File: src/rtl/hamming_decoder_guard.sv
// Code-gated Hamming(7,4) decoder: a serial unlock code on x admits one
// codeword, which is syndrome-checked, single-bit corrected and returned.
//
// Ports:
//   clk, rst             clock, synchronous active-high reset
//   x                    serial unlock bit, sampled while locked
//   in_valid, codeword   codeword handshake {d3,d2,d1,p4,d0,p2,p1}
//   in_ready             high while armed and waiting for a codeword
//   unlocked             high while not locked
//   data_out, syndrome   corrected data and received syndrome (held)
//   out_valid            one-cycle pulse per decoded word
//   err_corrected        nonzero syndrome for the last word
//   err_count            saturating count of corrected words
//   timeout              one-cycle pulse when the armed window expires
module hamming_decoder_guard #(
    parameter logic [3:0] CODE   = 4'b1011,
    parameter int         WINDOW = 16,
    parameter int         CNT_W  = 8
) (
    input  logic             clk,
    input  logic             rst,
    input  logic             x,
    input  logic             in_valid,
    input  logic [6:0]       codeword,
    output logic             in_ready,
    output logic             unlocked,
    output logic [3:0]       data_out,
    output logic             out_valid,
    output logic             err_corrected,
    output logic [2:0]       syndrome,
    output logic [CNT_W-1:0] err_count,
    output logic             timeout
);

    localparam int WIN_W = (WINDOW > 1) ? $clog2(WINDOW) : 1;
    localparam logic [WIN_W-1:0] WIN_LAST = WIN_W'(WINDOW - 1);

    typedef enum logic [1:0] {
        S_LOCKED,
        S_ARMED,
        S_DECODE
    } state_t;

    state_t           state_q, state_d;
    logic [3:0]       shreg_q, shreg_d;
    logic [WIN_W-1:0] win_q, win_d;
    logic [6:0]       cw_q, cw_d;
    logic [3:0]       data_q, data_d;
    logic [2:0]       syn_q, syn_d;
    logic             err_q, err_d;
    logic             ovalid_q, ovalid_d;
    logic             tmo_q, tmo_d;
    logic [CNT_W-1:0] cnt_q, cnt_d;

    logic [3:0] shifted;
    logic [2:0] syn_c;
    logic [6:0] flip_c;
    logic [6:0] fixed_c;

    assign shifted = {shreg_q[2:0], x};

    assign syn_c[0] = cw_q[0] ^ cw_q[2] ^ cw_q[4] ^ cw_q[6];
    assign syn_c[1] = cw_q[1] ^ cw_q[2] ^ cw_q[5] ^ cw_q[6];
    assign syn_c[2] = cw_q[3] ^ cw_q[4] ^ cw_q[5] ^ cw_q[6];

    // Syndrome s names Hamming position s, i.e. codeword bit s-1.
    assign flip_c  = (syn_c == 3'd0) ? 7'd0 : (7'd1 << (syn_c - 3'd1));
    assign fixed_c = cw_q ^ flip_c;

    always_comb begin
        state_d  = state_q;
        shreg_d  = shreg_q;
        win_d    = win_q;
        cw_d     = cw_q;
        data_d   = data_q;
        syn_d    = syn_q;
        err_d    = err_q;
        ovalid_d = 1'b0;
        tmo_d    = 1'b0;
        cnt_d    = cnt_q;
        unique case (state_q)
            S_LOCKED: begin
                shreg_d = shifted;
                if (shifted == CODE) begin
                    state_d = S_ARMED;
                    shreg_d = '0;
                    win_d   = '0;
                end
            end
            S_ARMED: begin
                win_d = win_q + 1'b1;
                // Acceptance takes priority over an expiring window.
                if (in_valid) begin
                    cw_d    = codeword;
                    state_d = S_DECODE;
                end else if (win_q == WIN_LAST) begin
                    tmo_d   = 1'b1;
                    state_d = S_LOCKED;
                end
            end
            S_DECODE: begin
                data_d   = {fixed_c[6], fixed_c[5], fixed_c[4], fixed_c[2]};
                syn_d    = syn_c;
                err_d    = |syn_c;
                ovalid_d = 1'b1;
                if ((|syn_c) && (cnt_q != {CNT_W{1'b1}})) begin
                    cnt_d = cnt_q + 1'b1;
                end
                state_d = S_LOCKED;
            end
            default: begin
                state_d = S_LOCKED;
            end
        endcase
    end

    always_ff @(posedge clk) begin
        if (rst) begin
            state_q  <= S_LOCKED;
            shreg_q  <= '0;
            win_q    <= '0;
            cw_q     <= '0;
            data_q   <= '0;
            syn_q    <= '0;
            err_q    <= 1'b0;
            ovalid_q <= 1'b0;
            tmo_q    <= 1'b0;
            cnt_q    <= '0;
        end else begin
            state_q  <= state_d;
            shreg_q  <= shreg_d;
            win_q    <= win_d;
            cw_q     <= cw_d;
            data_q   <= data_d;
            syn_q    <= syn_d;
            err_q    <= err_d;
            ovalid_q <= ovalid_d;
            tmo_q    <= tmo_d;
            cnt_q    <= cnt_d;
        end
    end

    assign in_ready      = (state_q == S_ARMED);
    assign unlocked      = (state_q != S_LOCKED);
    assign data_out      = data_q;
    assign out_valid     = ovalid_q;
    assign err_corrected = err_q;
    assign syndrome      = syn_q;
    assign err_count     = cnt_q;
    assign timeout       = tmo_q;

endmodule

File: config.mk
export PLATFORM = sky130hd
export DESIGN_NAME = hamming_decoder_guard
export DESIGN_NICKNAME = d
export VERILOG_FILES = /design/src/rtl/hamming_decoder_guard.sv
export SDC_FILE = /design/constraint.sdc
export NUM_CORES = 1
export LEC_CHECK = 0
export CAP_MARGIN = 40
export CORE_MARGIN = 4
export CORE_UTILIZATION = 35
export CTS_BUF_LIST = sky130_fd_sc_hd__clkbuf_4 sky130_fd_sc_hd__clkbuf_8 sky130_fd_sc_hd__clkbuf_16
export CTS_CLUSTER_SIZE = 10
export DETAILED_ROUTE_END_ITERATION = 8
export GPL_ROUTABILITY_DRIVEN = 0
export PLACE_DENSITY_LB_ADDON = 0.15
export SYNTH_ARGS = -nofsm -noshare
export SYNTH_HDL_FRONTEND = slang
export SYNTH_SLANG_ARGS = --single-unit
File: constraint.sdc
create_clock -name clk -period 2.2 [get_ports clk]
set_input_delay 0.33 -clock clk [delete_from_list [all_inputs] [get_ports clk]]
set_output_delay 0.33 -clock clk [all_outputs]
set_load 0.01 [all_outputs]
==> After elaboration in Yosys (flattened, before gate mapping) <==
Index checks and enable logic that the tools add are counted.
{ "totals": {"ff_bits": 34, "inputBits": 11, "output_inout_bits": 20, "elab_cells": 53} }
{ "op_classes": {"n_addsub": 3, "n_eq_ne": 7, "shifts": 1, "muxes": 10, "n_bitwise": 11, "n_reduce_logical": 11} }
{ "op_table": {"columns": ["op", "count"], "rows": [
  ["$xor 1x1->1", 9],
  ["$add 8x1->8 const B", 1],
  ["$eq 4x4->1 const B", 2],
  ["$ne 8x8->1 const B", 1],
  ["$pmux 4 s2", 1],
  ["$reduce_and 2->1", 4],
  ["$mux 7", 1],
  ["$shl 1x3->7 const A", 1],
  ["$xor 7x7->7", 1],
  ["$mux 2", 3],
  ["$reduce_or 3->1", 2],
  ["$add 4x1->4 const B", 1],
  ["$mux 4", 1],
  ["$pmux 2 s2", 1],
  ["$reduce_bool 2->1", 2],
  ["$logic_not 3->1", 1],
  ["$mux 3", 1],
  ["$ne 3x2->1 const B", 1],
  ["$sub 3x1->3 const B", 1],
  ["$eq 2x1->1 const B", 1],
  ["$eq 2x2->1 const B", 1],
  ["$logic_not 2->1", 1],
  ["$mux 1", 2],
  ["$ne 2x2->1 const B", 1],
  ["2 further kinds", 2]
]} }

==> Logic depth before layout (Yosys ltp) <==
Gate-level depths: netlist of the first run.
{ "depth": {"ltp_word": 7, "ltp_mapped": 9, "ltp_nobuf": 8} }

==> Worst setup path before layout of the first run <==
Ideal clock, no wire load.
{ "synth_timing": {"path_type": "register to register", "startpoint": "reg cw_q[2]", "endpoint": "reg cnt_q[5] (netlist: err_count[5])", "setup_time_ps": 70, "arrival_ps": 2224, "required_ps": 2130, "slack_ps": -94, "stages_incl_launch_ff": 10, "n_path_buf": 1, "period_less_slack_ps": 2294, "path_cell_list": "dfxtp_1 > buf_2 > xor2_1 > xnor2_1 > and2b_2 > ha_1 > nor3b_2 > nand2_1 > or4_1 > a21oi_1"} }
{ "synth_between": {"elab_chain_cells": 6, "elab_cells_between_ends": 9, "classes_between": "bitwise (6); reduce/logical (3)"} }
{ "synth_lines": {"columns": ["item", "line_no", "text"], "rows": [
  ["start, declared", "47", "logic [6:0] cw_q, cw_d;"],
  ["start signal, assigned", "133", "cw_q <= cw_d;"],
  ["$xor 1x1->1 (on tied branches) (3 in series)", "62, 63", null],
  ["$reduce_or 3->1 *", "106", "if ((|syn_c) && (cnt_q != {CNT_W{1'b1}})) begin"],
  ["$logic_and 1x1->1 *", "106", null],
  ["$reduce_and 2->1 (no source line) *", null, null],
  ["end signal, assigned", "139", "cnt_q <= cnt_d;"],
  ["end, declared", "53", "logic [CNT_W-1:0] cnt_q, cnt_d;"]
]} }
Mark *: on every way between the ends. The rest lies on a longest branch, timed or not.
A chain may end at the register's enable or synchronous reset.

==> Final worst setup path of the first run <==
Ends and elaborated chain as after synthesis.

==> impl_summary.txt, run 1 <==
----------------------------------------------------
[Synth]
  Yosys warnings ... 0
  Count of unique library cells instantiated by Yosys ... 43
  Cell Area, Synth ... 0.00169 mm²
  Number of nets in the synthesized netlist ... between 200 and 250
  Post-synthesis cell type with the largest combined area ... sky130_fd_sc_hd__dfxtp_1
  Post-synth EDFFs ... 0
  Mean area per synthesized cell ... 8.57 µm²
  Mapped Cells ... 197
  Post-synth ARST share ... 0%
  Register area share after synthesis ... 40.3%
  Flip-flop and latch count after synthesis ... 34
  Share of Yosys cell area claimed by the top area cell type ... 40.3%
  Post-synth top flop ... sky130_fd_sc_hd__dfxtp_1
  Largest cells by area after synthesis ... sky130_fd_sc_hd__dfxtp_1 40%, sky130_fd_sc_hd__nor2_1 5.8%, sky130_fd_sc_hd__nand3_1 5.0%

[Floorplan]
  Area of the die ... 0.00600 mm²
  I/O pin total ... 31
  Die boundary height ... 77.5 µm
  Number of cell rows ... 25
  Initial standard-cell utilization of the core ... 36.0%
  Width of the chip ... 77.5 µm
  Area of the placeable core ... between 0.004 and 0.005 mm²

[Clocking]
  Number of CTS-inserted buffers ... 5
  Worst-path clk slew ... roughly 70 ps
  Count of clock tree sinks ... 34
  TritonCTS clock tree ... yes
  Number of H-tree levels ... 2
  Clock root cell ... sky130_fd_sc_hd__clkbuf_8
  Maximum buffer depth of the clock tree ... 2
  Clock latency reported for the late side of the worst-skew pair ... 280 ps
  Count of hold-fix buffers inserted at cts ... 0

[Timing]
  Hold Vio Cnt, Final ... 0
  Min Tclk post-route ... 2130 ps
  Transition time of the tightest slew-check pin ... ~500 ps
  Fmax achieved ... roughly 0.47 GHz
  Final Cycle Share ... a little over nine tenths
  Total of endpoints with negative setup slack in the final report ... 0
  Clock skew ... 2.57 ps
  Relative slew slack ... 65.2%
  Final Max Tran Viols ... 0
  Unrepaired setup endpoints after global routing ... yes

[Placed design]
  HPWL after detailed placement ... 2700 µm
  Post-placement cell count ... 286
  Count of buffers inserted at the top-level ports ... 30

[Routing]
  Via-per-instance ratio ... 5.00
  Final wirelength ... 3700 µm
  First-iteration detailed-routing DRC count ... 80
  Routed length on met2 ... 1740 µm
  Uppermost metal layer occupied by signal nets ... met4
  Post-detailed-route DRC marker count ... 0
  Number of nets with antenna violations after detailed routing ... 0
  Via count ... 1476
  Post-Route M1 WL ... about 1800 µm
  Number of iterations in the first detailed-routing pass ... 4
  DR WL met3 ... roughly 120 µm
  Post-DR wirelength/cell ... 12.5 µm

[Setup path]
  Instance count on the critical path ... 9
  Total buffers and inverters traversed by the critical path ... 1
  Highest net fanout along the worst path ... 4
  Setup Crit Path Kind ... register to register
  Reg-to-Reg Start ... cw_q[2]$_SDFFE_PP0P_
  Worst R2R Path Depth ... 9
  Critical path launch point type ... register
  Gate family responsible for the most delay along the worst path ... simple AND/OR/NAND/NOR gates
  End of the critical path ... err_count[5]$_SDFFE_PP0P_
  Minimum setup slack among reg-to-reg paths ... 70 ps
  Required time at the worst-slack endpoint ... 2410 ps
  Crit path capture type ... register
  R2r endpoint ... err_count[5]$_SDFFE_PP0P_
  Slowest Stage Delay on Critical Path ... 460 ps
  Startpoint of the most critical setup path ... cw_q[2]$_SDFFE_PP0P_
  CP Data Arrival Time ... around 2300 ps
  Crit path max-delay cell type ... sky130_fd_sc_hd__or4_1
  Cell chain of the critical path ... buf_4 -> xnor2_2 -> xnor2_1 -> and2b_2 -> ha_4 -> nor3b_4 -> nand2_2 -> or4_1 -> a21oi_1

[Final layout]
  Number of non-filler instances in the completed layout ... 295
  Number of nets in the finished design ... 255
  Area growth, synth to finish ... 35.0%
  Proportion of layout cells with a drive suffix above 1 ... 17.4%
  Diodes inserted ... 0

[Power and ir drop]
  Clk pwr share ... 42.0%
  Pwr/cell area ... 506 mW/mm²
  Net Sw Frac ... 21.2%
  Internal ... 0.000911 W
  Worst voltage drop across the vdd grid ... 0.403 mV
  Total power ... 0.00116 W
  Logic gate share of total power ... between 4 and 5%
  Net Sw Power ... between 0.0002 and 0.00025 W
  Sequential share of power ... 53.7%
  Static leakage power ... 0.828 nW

[Global routing]
  Pin count of the biggest net entering global routing ... 35
  Initial antenna violation count ... 0
  All-Layer GR Usage ... 12.9%
  Wire length of the first global-routing pass ... 6310 µm
  Number of global-route vias before repair ... 1366
  GRT overflow ... 0

[Outcome]
  Status ... finished clean

[Flow run]
  Number of max-cap violations ... 0

[Hold path]
  Worst min-delay path class ... register to register

----------------------------------------------------
cells in the mapped netlist (all sizes together), types with 4 or more instances:
| library cell | n |
|---|---|
| a211oi | 5 |
| a21oi | 15 |
| buf | 4 |
| clkbuf | 9 |
| dfxtp | 34 |
| ha | 4 |
| inv | 5 |
| nand2 | 17 |
| nand3 | 17 |
| nand4 | 5 |
| nor2 | 26 |
| xnor2 | 9 |
| xor2 | 5 |
layer usage:
metal	track usage (%)	up-vias
met3	3.71	2
li1	-	787
met4	3.74	0
met5	0	-
met1	16.3	662
met2	21.2	25
placed cells by master (no fill, tap or decap), drive strengths merged, types with 3 or more instances in the layout:
cell and n:
a211oi 5, a21oi 15, a22oi 3, and3 3, buf 19, clkbuf 7
clkdlybuf4s50 30, dfxtp 34, ha 4, inv 5, nand2 17, nand3 17
nand4 5, nor2 26, nor2b 3, nor3 3, xnor2 9, xor2 5
sequential cells by signal (all words and copies together) (netlist names):
signal / flops
out_valid: 1
win_q: 4
syndrome: 3
err_corrected: 1
shreg_q: 3
data_out: 4
cw_q: 7
state_q: 2
timeout: 1
err_count: 8
power groups by stage:
stage               Sequential (W)  Combinational [W]  Clock, W
floorplan                 0.000634          0.0000208         0
global route              0.000620          0.0000533  0.000530
CTS                       0.000620          0.0000489  0.000503
global placement          0.000634          0.0000487         0
finish                    0.000620          0.0000497  0.000485
detailed placement        0.000635          0.0000487         0
cell families after synthesis:
kind of cell	Yosys count	share of synthesized area [%]
flops	34	40.3
fa+ha+maj	4	2.96
simple gates	84	24.5
xor+xnor	14	9.26
buf+inv	18	5.11
compound gates	39	15.3
mux	4	2.52
per-stage QoR:
stage,worst slack [ps],hold WS [ps],instance area (µm²),setup TNS (ps),utilization (%)
floorplan,-49.8,437,1710,-112,-
global placement,32.1,453,2160,0,45.9
detailed placement,-26.7,451,2160,-35.0,45.9
CTS,7.00,461,2260,0,48.1
global route,-33.5,492,2280,-33.5,48.6
finish,73.3,459,2280,0,48.6
what timing repair did:
action	4_1_cts	5_1_grt
setup endpoints to repair	3	5
gates resized for setup	3	4
pin swaps	0	4
cloned	0	0
setup buffers	0	1
worst register-to-register path, stage by stage (launching register included):
cell and delay [ps]:
sky130_fd_sc_hd__dfxtp_2 330, sky130_fd_sc_hd__buf_4 140, sky130_fd_sc_hd__xnor2_2 130, sky130_fd_sc_hd__xnor2_1 140, sky130_fd_sc_hd__and2b_2 240, sky130_fd_sc_hd__ha_4 180, sky130_fd_sc_hd__nor3b_4 210, sky130_fd_sc_hd__nand2_2 100
sky130_fd_sc_hd__or4_1 460, sky130_fd_sc_hd__a21oi_1 130
worst min path at each step:
stage                                       start                       to  slack [ps]  cells after the start
after floorplan           shreg_q[2]$_SDFFE_PP0P_  shreg_q[2]$_SDFFE_PP0P_         440                      2
after global placement    shreg_q[1]$_SDFFE_PP0P_  shreg_q[1]$_SDFFE_PP0P_         450                      2
after detailed placement  shreg_q[2]$_SDFFE_PP0P_  shreg_q[2]$_SDFFE_PP0P_         450                      2
after CTS                 shreg_q[2]$_SDFFE_PP0P_  shreg_q[2]$_SDFFE_PP0P_         460                      2
after global routing      shreg_q[1]$_SDFFE_PP0P_  shreg_q[1]$_SDFFE_PP0P_         490                      2
final                     shreg_q[2]$_SDFFE_PP0P_  shreg_q[2]$_SDFFE_PP0P_         460                      2
cell type report:
cell class | count | area, µm²
Clock buffer | 7 | 90.1
Fill cell | 477 | 2410
Clock inverter | 1 | 5.00
Sequential cell | 34 | 686
Inverter | 5 | 18.8
Multi-Input combinational cell | 145 | 958
Timing Repair Buffer | 49 | 455
Tap cell | 54 | 67.6
Power figures use the tool's default switching activity.
==> run 2, diff against run 1 <==
GPL_TIMING_DRIVEN = 1   (was default)
SKIP_CTS_REPAIR_TIMING = 1   (was default)
==> results of run 2 <==
Same layout as run 1: the final DEF is identical, and so are final timing and power.
==> run 3, diff against run 2 <==
CTS_CLUSTER_DIAMETER = 150   (was default)
RECOVER_POWER = 100   (was default)
==> impl_summary.txt, run 3 (synthesis results as in run 1) <==
----------------------------------------------------
[Clocking]
  Clock root cell ... sky130_fd_sc_hd__clkbuf_8
  Count of clock tree sinks ... 34 (unchanged)
  Number of H-tree levels ... 2 (unchanged)
  Number of CTS-inserted buffers ... 5 (unchanged)
  Clock latency reported for the late side of the worst-skew pair ... 280 ps (about the same)
  TritonCTS clock tree ... yes
  Maximum buffer depth of the clock tree ... 2 (unchanged)
  Worst-path clk slew ... 70 ps (about the same)

[Power and ir drop]
  Static leakage power ... 0.881 nW (+6.4%)
  Worst voltage drop across the vdd grid ... 0.404 mV (+0.19%)
  Total power ... 0.00115 W (about the same)
  Pwr/cell area ... 509 mW/mm² (+0.47%)

[Global routing]
  Number of global-route vias before repair ... 1366 (unchanged)
  Wire length of the first global-routing pass ... 6310 µm (unchanged)
  GR met1 Demand/Resource ... 16.3% (unchanged)
  GRT overflow ... 0 (unchanged)
  Pin count of the biggest net entering global routing ... 35 (unchanged)
  Met3 track utilization from global routing ... 3.71% (unchanged)
  Global route hottest layer ... met2
  Initial antenna violation count ... 0 (unchanged)
  All-Layer GR Usage ... 12.9% (unchanged)
  Fraction of met2 tracks used by global routing ... 21.2% (unchanged)

[Setup path]
  Total buffers and inverters traversed by the critical path ... 1 (unchanged)
  Worst R2R Path Depth ... 9 (unchanged)
  Critical path launch point type ... register
  Reg-to-Reg Start ... cw_q[2]$_SDFFE_PP0P_
  Cell chain of the critical path ... buf_4 -> xnor2_2 -> xnor2_1 -> and2b_2 -> ha_4 -> nor3b_4 -> nand2_2 -> or4_1 -> a21oi_1
  Minimum setup slack among reg-to-reg paths ... 70 ps (about the same)
  R2r endpoint ... err_count[5]$_SDFFE_PP0P_
  Setup Crit Path Kind ... register to register
  Crit path max-delay cell type ... sky130_fd_sc_hd__or4_1
  Gate family responsible for the most delay along the worst path ... simple AND/OR/NAND/NOR gates
  Required time at the worst-slack endpoint ... 2410 ps (about the same)
  Highest net fanout along the worst path ... 4 (unchanged)
  Crit path capture type ... register
  Slowest Stage Delay on Critical Path ... 460 ps (about the same)
  CP Data Arrival Time ... 2340 ps (about the same)

[Routing]
  Via-per-instance ratio ... 4.99 (-0.27%)
  Final wirelength ... 3690 µm (-0.35%)
  Post-detailed-route DRC marker count ... 0 (unchanged)
  Via count ... 1472 (-0.27%)
  Number of nets with antenna violations after detailed routing ... 0 (unchanged)
  Number of iterations in the first detailed-routing pass ... 4 (unchanged)
  Post-DR wirelength/cell ... 12.5 µm (-0.35%)
  First-iteration detailed-routing DRC count ... 85 (+6.3%)

[Final layout]
  Filler instances ... 479 (+0.42%)
  Number of nets in the finished design ... 255 (unchanged)
  Proportion of layout cells with a drive suffix above 1 ... 16.2% (-1.2 points)
  Leading cell type in the layout, fill and taps excluded ... sky130_fd_sc_hd__dfxtp_1
  Diodes inserted ... 0 (unchanged)
  Commonest non-fill, non-tap cells in the layout ... 30 x sky130_fd_sc_hd__dfxtp_1, 26 x sky130_fd_sc_hd__nor2_1, 19 x sky130_fd_sc_hd__dlygate4sd3_1, 17 x sky130_fd_sc_hd__nand3_1, 16 x sky130_fd_sc_hd__nand2_1
  Footprint of the flip-flops and latches ... 686 µm² (unchanged)
  Multi-input logic area ... 958 µm² (unchanged)
  Max reg flops ... 8 (unchanged)
  Area growth, synth to finish ... 34.4%

[Timing]
  Clock skew ... 2.10 ps (-0.464 ps)
  Setup TNS ... 0 ps (unchanged)
  Final Max Tran Viols ... 0 (unchanged)
  Transition time of the tightest slew-check pin ... 508 ps (+0.0995 ps)
  Hold Vio Cnt, Final ... 0 (unchanged)
  Min Tclk post-route ... 2130 ps (-0.423 ps)
  Fmax achieved ... 0.470 GHz (about the same)
  Total of endpoints with negative setup slack in the final report ... 0 (unchanged)
  Unrepaired setup endpoints after global routing ... yes
  Relative slew slack ... 65.2% (about the same)
  Final Cycle Share ... 96.7% (about the same)

[Hold path]
  Hold_sp ... shreg_q[2]$_SDFFE_PP0P_
  Min-Delay Endpoint ... shreg_q[2]$_SDFFE_PP0P_
  Worst min-delay path class ... register to register
  Cell depth of the worst hold path ... 2 (unchanged)

[Placed design]
  Count of buffers inserted at the top-level ports ... 30 (unchanged)
  HPWL after detailed placement ... 2700 µm (unchanged)

[Floorplan]
  I/O pin total ... 31 (unchanged)
  Initial standard-cell utilization of the core ... 36.0% (unchanged)
  Number of cell rows ... 25 (unchanged)
  Width of the chip ... 77.5 µm (unchanged)
  Area of the die ... 0.00600 mm² (unchanged)
  Die boundary height ... 77.5 µm (unchanged)
  Area of the placeable core ... 0.00469 mm² (unchanged)

[Flow run]
  Number of max-cap violations ... 0 (unchanged)

[Outcome]
  Status ... finished clean

----------------------------------------------------
## run 3: changes by cell type in the layout (fill, tap and decap cells not counted)
cell                              before  now
sky130_fd_sc_hd__clkdlybuf4s50_1      30   11
sky130_fd_sc_hd__dlygate4sd3_1         0   19
sky130_fd_sc_hd__buf_4                18   15
sky130_fd_sc_hd__clkbuf_1              0    3
## run 3: how the worst max path moves through the flow
| stage | start | end | slack, ps | cells after the start |
|---|---|---|---|---|
| 2_1_floorplan | cw_q[2]$_SDFFE_PP0P_ | data_out[1]$_SDFFE_PP0P_ | -50 | 8 |
| 3_3_place_gp | cw_q[6]$_SDFFE_PP0P_ | data_out[2]$_SDFFE_PP0P_ | 30 | 8 |
| 3_5_place_dp | cw_q[6]$_SDFFE_PP0P_ | data_out[0]$_SDFFE_PP0P_ | -30 | 8 |
| 4_1_cts | cw_q[6]$_SDFFE_PP0P_ | data_out[0]$_SDFFE_PP0P_ | -50 | 8 |
| 5_1_grt | cw_q[6]$_SDFFE_PP0P_ | err_count[5]$_SDFFE_PP0P_ | -30 | 9 |
| 6_report | cw_q[2]$_SDFFE_PP0P_ | err_count[5]$_SDFFE_PP0P_ | 70 | 9 |
## run 3: routing by layer
metal / routed length, µm / share of wire [%]
met4: 15 / 0.41
met1: 1810 / 49
met2: 1730 / 47
met5: 0 / 0
met3: 123 / 3.3
## run 3: final cells by class
class | instances | area share [%]
Sequential cell | 34 | 30.2
Clock buffer | 7 | 3.97
Multi-Input combinational cell | 145 | 42.2
Timing Repair Buffer | 49 | 19.6
Clock inverter | 1 | 0.221
Tap cell | 54 | 2.98
Inverter | 5 | 0.827
## run 3: worst register-to-register path: stages (launching register included)
cell and delay (ps):
sky130_fd_sc_hd__dfxtp_2 330, sky130_fd_sc_hd__buf_4 140, sky130_fd_sc_hd__xnor2_2 130, sky130_fd_sc_hd__xnor2_1 140
sky130_fd_sc_hd__and2b_2 240, sky130_fd_sc_hd__ha_4 180, sky130_fd_sc_hd__nor3b_4 210, sky130_fd_sc_hd__nand2_2 100
sky130_fd_sc_hd__or4_1 460, sky130_fd_sc_hd__a21oi_1 130
## run 3: per-stage QoR
step	instances	hold slack [ps]	util, %	setup slack (ps)	cell area [µm²]
3_5_place_dp	286	451	45.9	-26.7	2160
3_3_place_gp	286	453	45.9	32.1	2160
2_1_floorplan	197	437	-	-49.8	1710
5_1_grt	295	492	48.4	-34.5	2270
6_report	295	461	48.4	73.7	2270
4_1_cts	294	461	48.0	-45.6	2250
## run 3: report_power, final
part | switching [W] | internal, W | leakage (nW)
Sequential | 0.00000219 | 0.000618 | 0.276
Clock | 0.000221 | 0.000265 | 0.0517
Combinational | 0.0000220 | 0.0000269 | 0.553
Total | 0.000245 | 0.000910 | 0.881
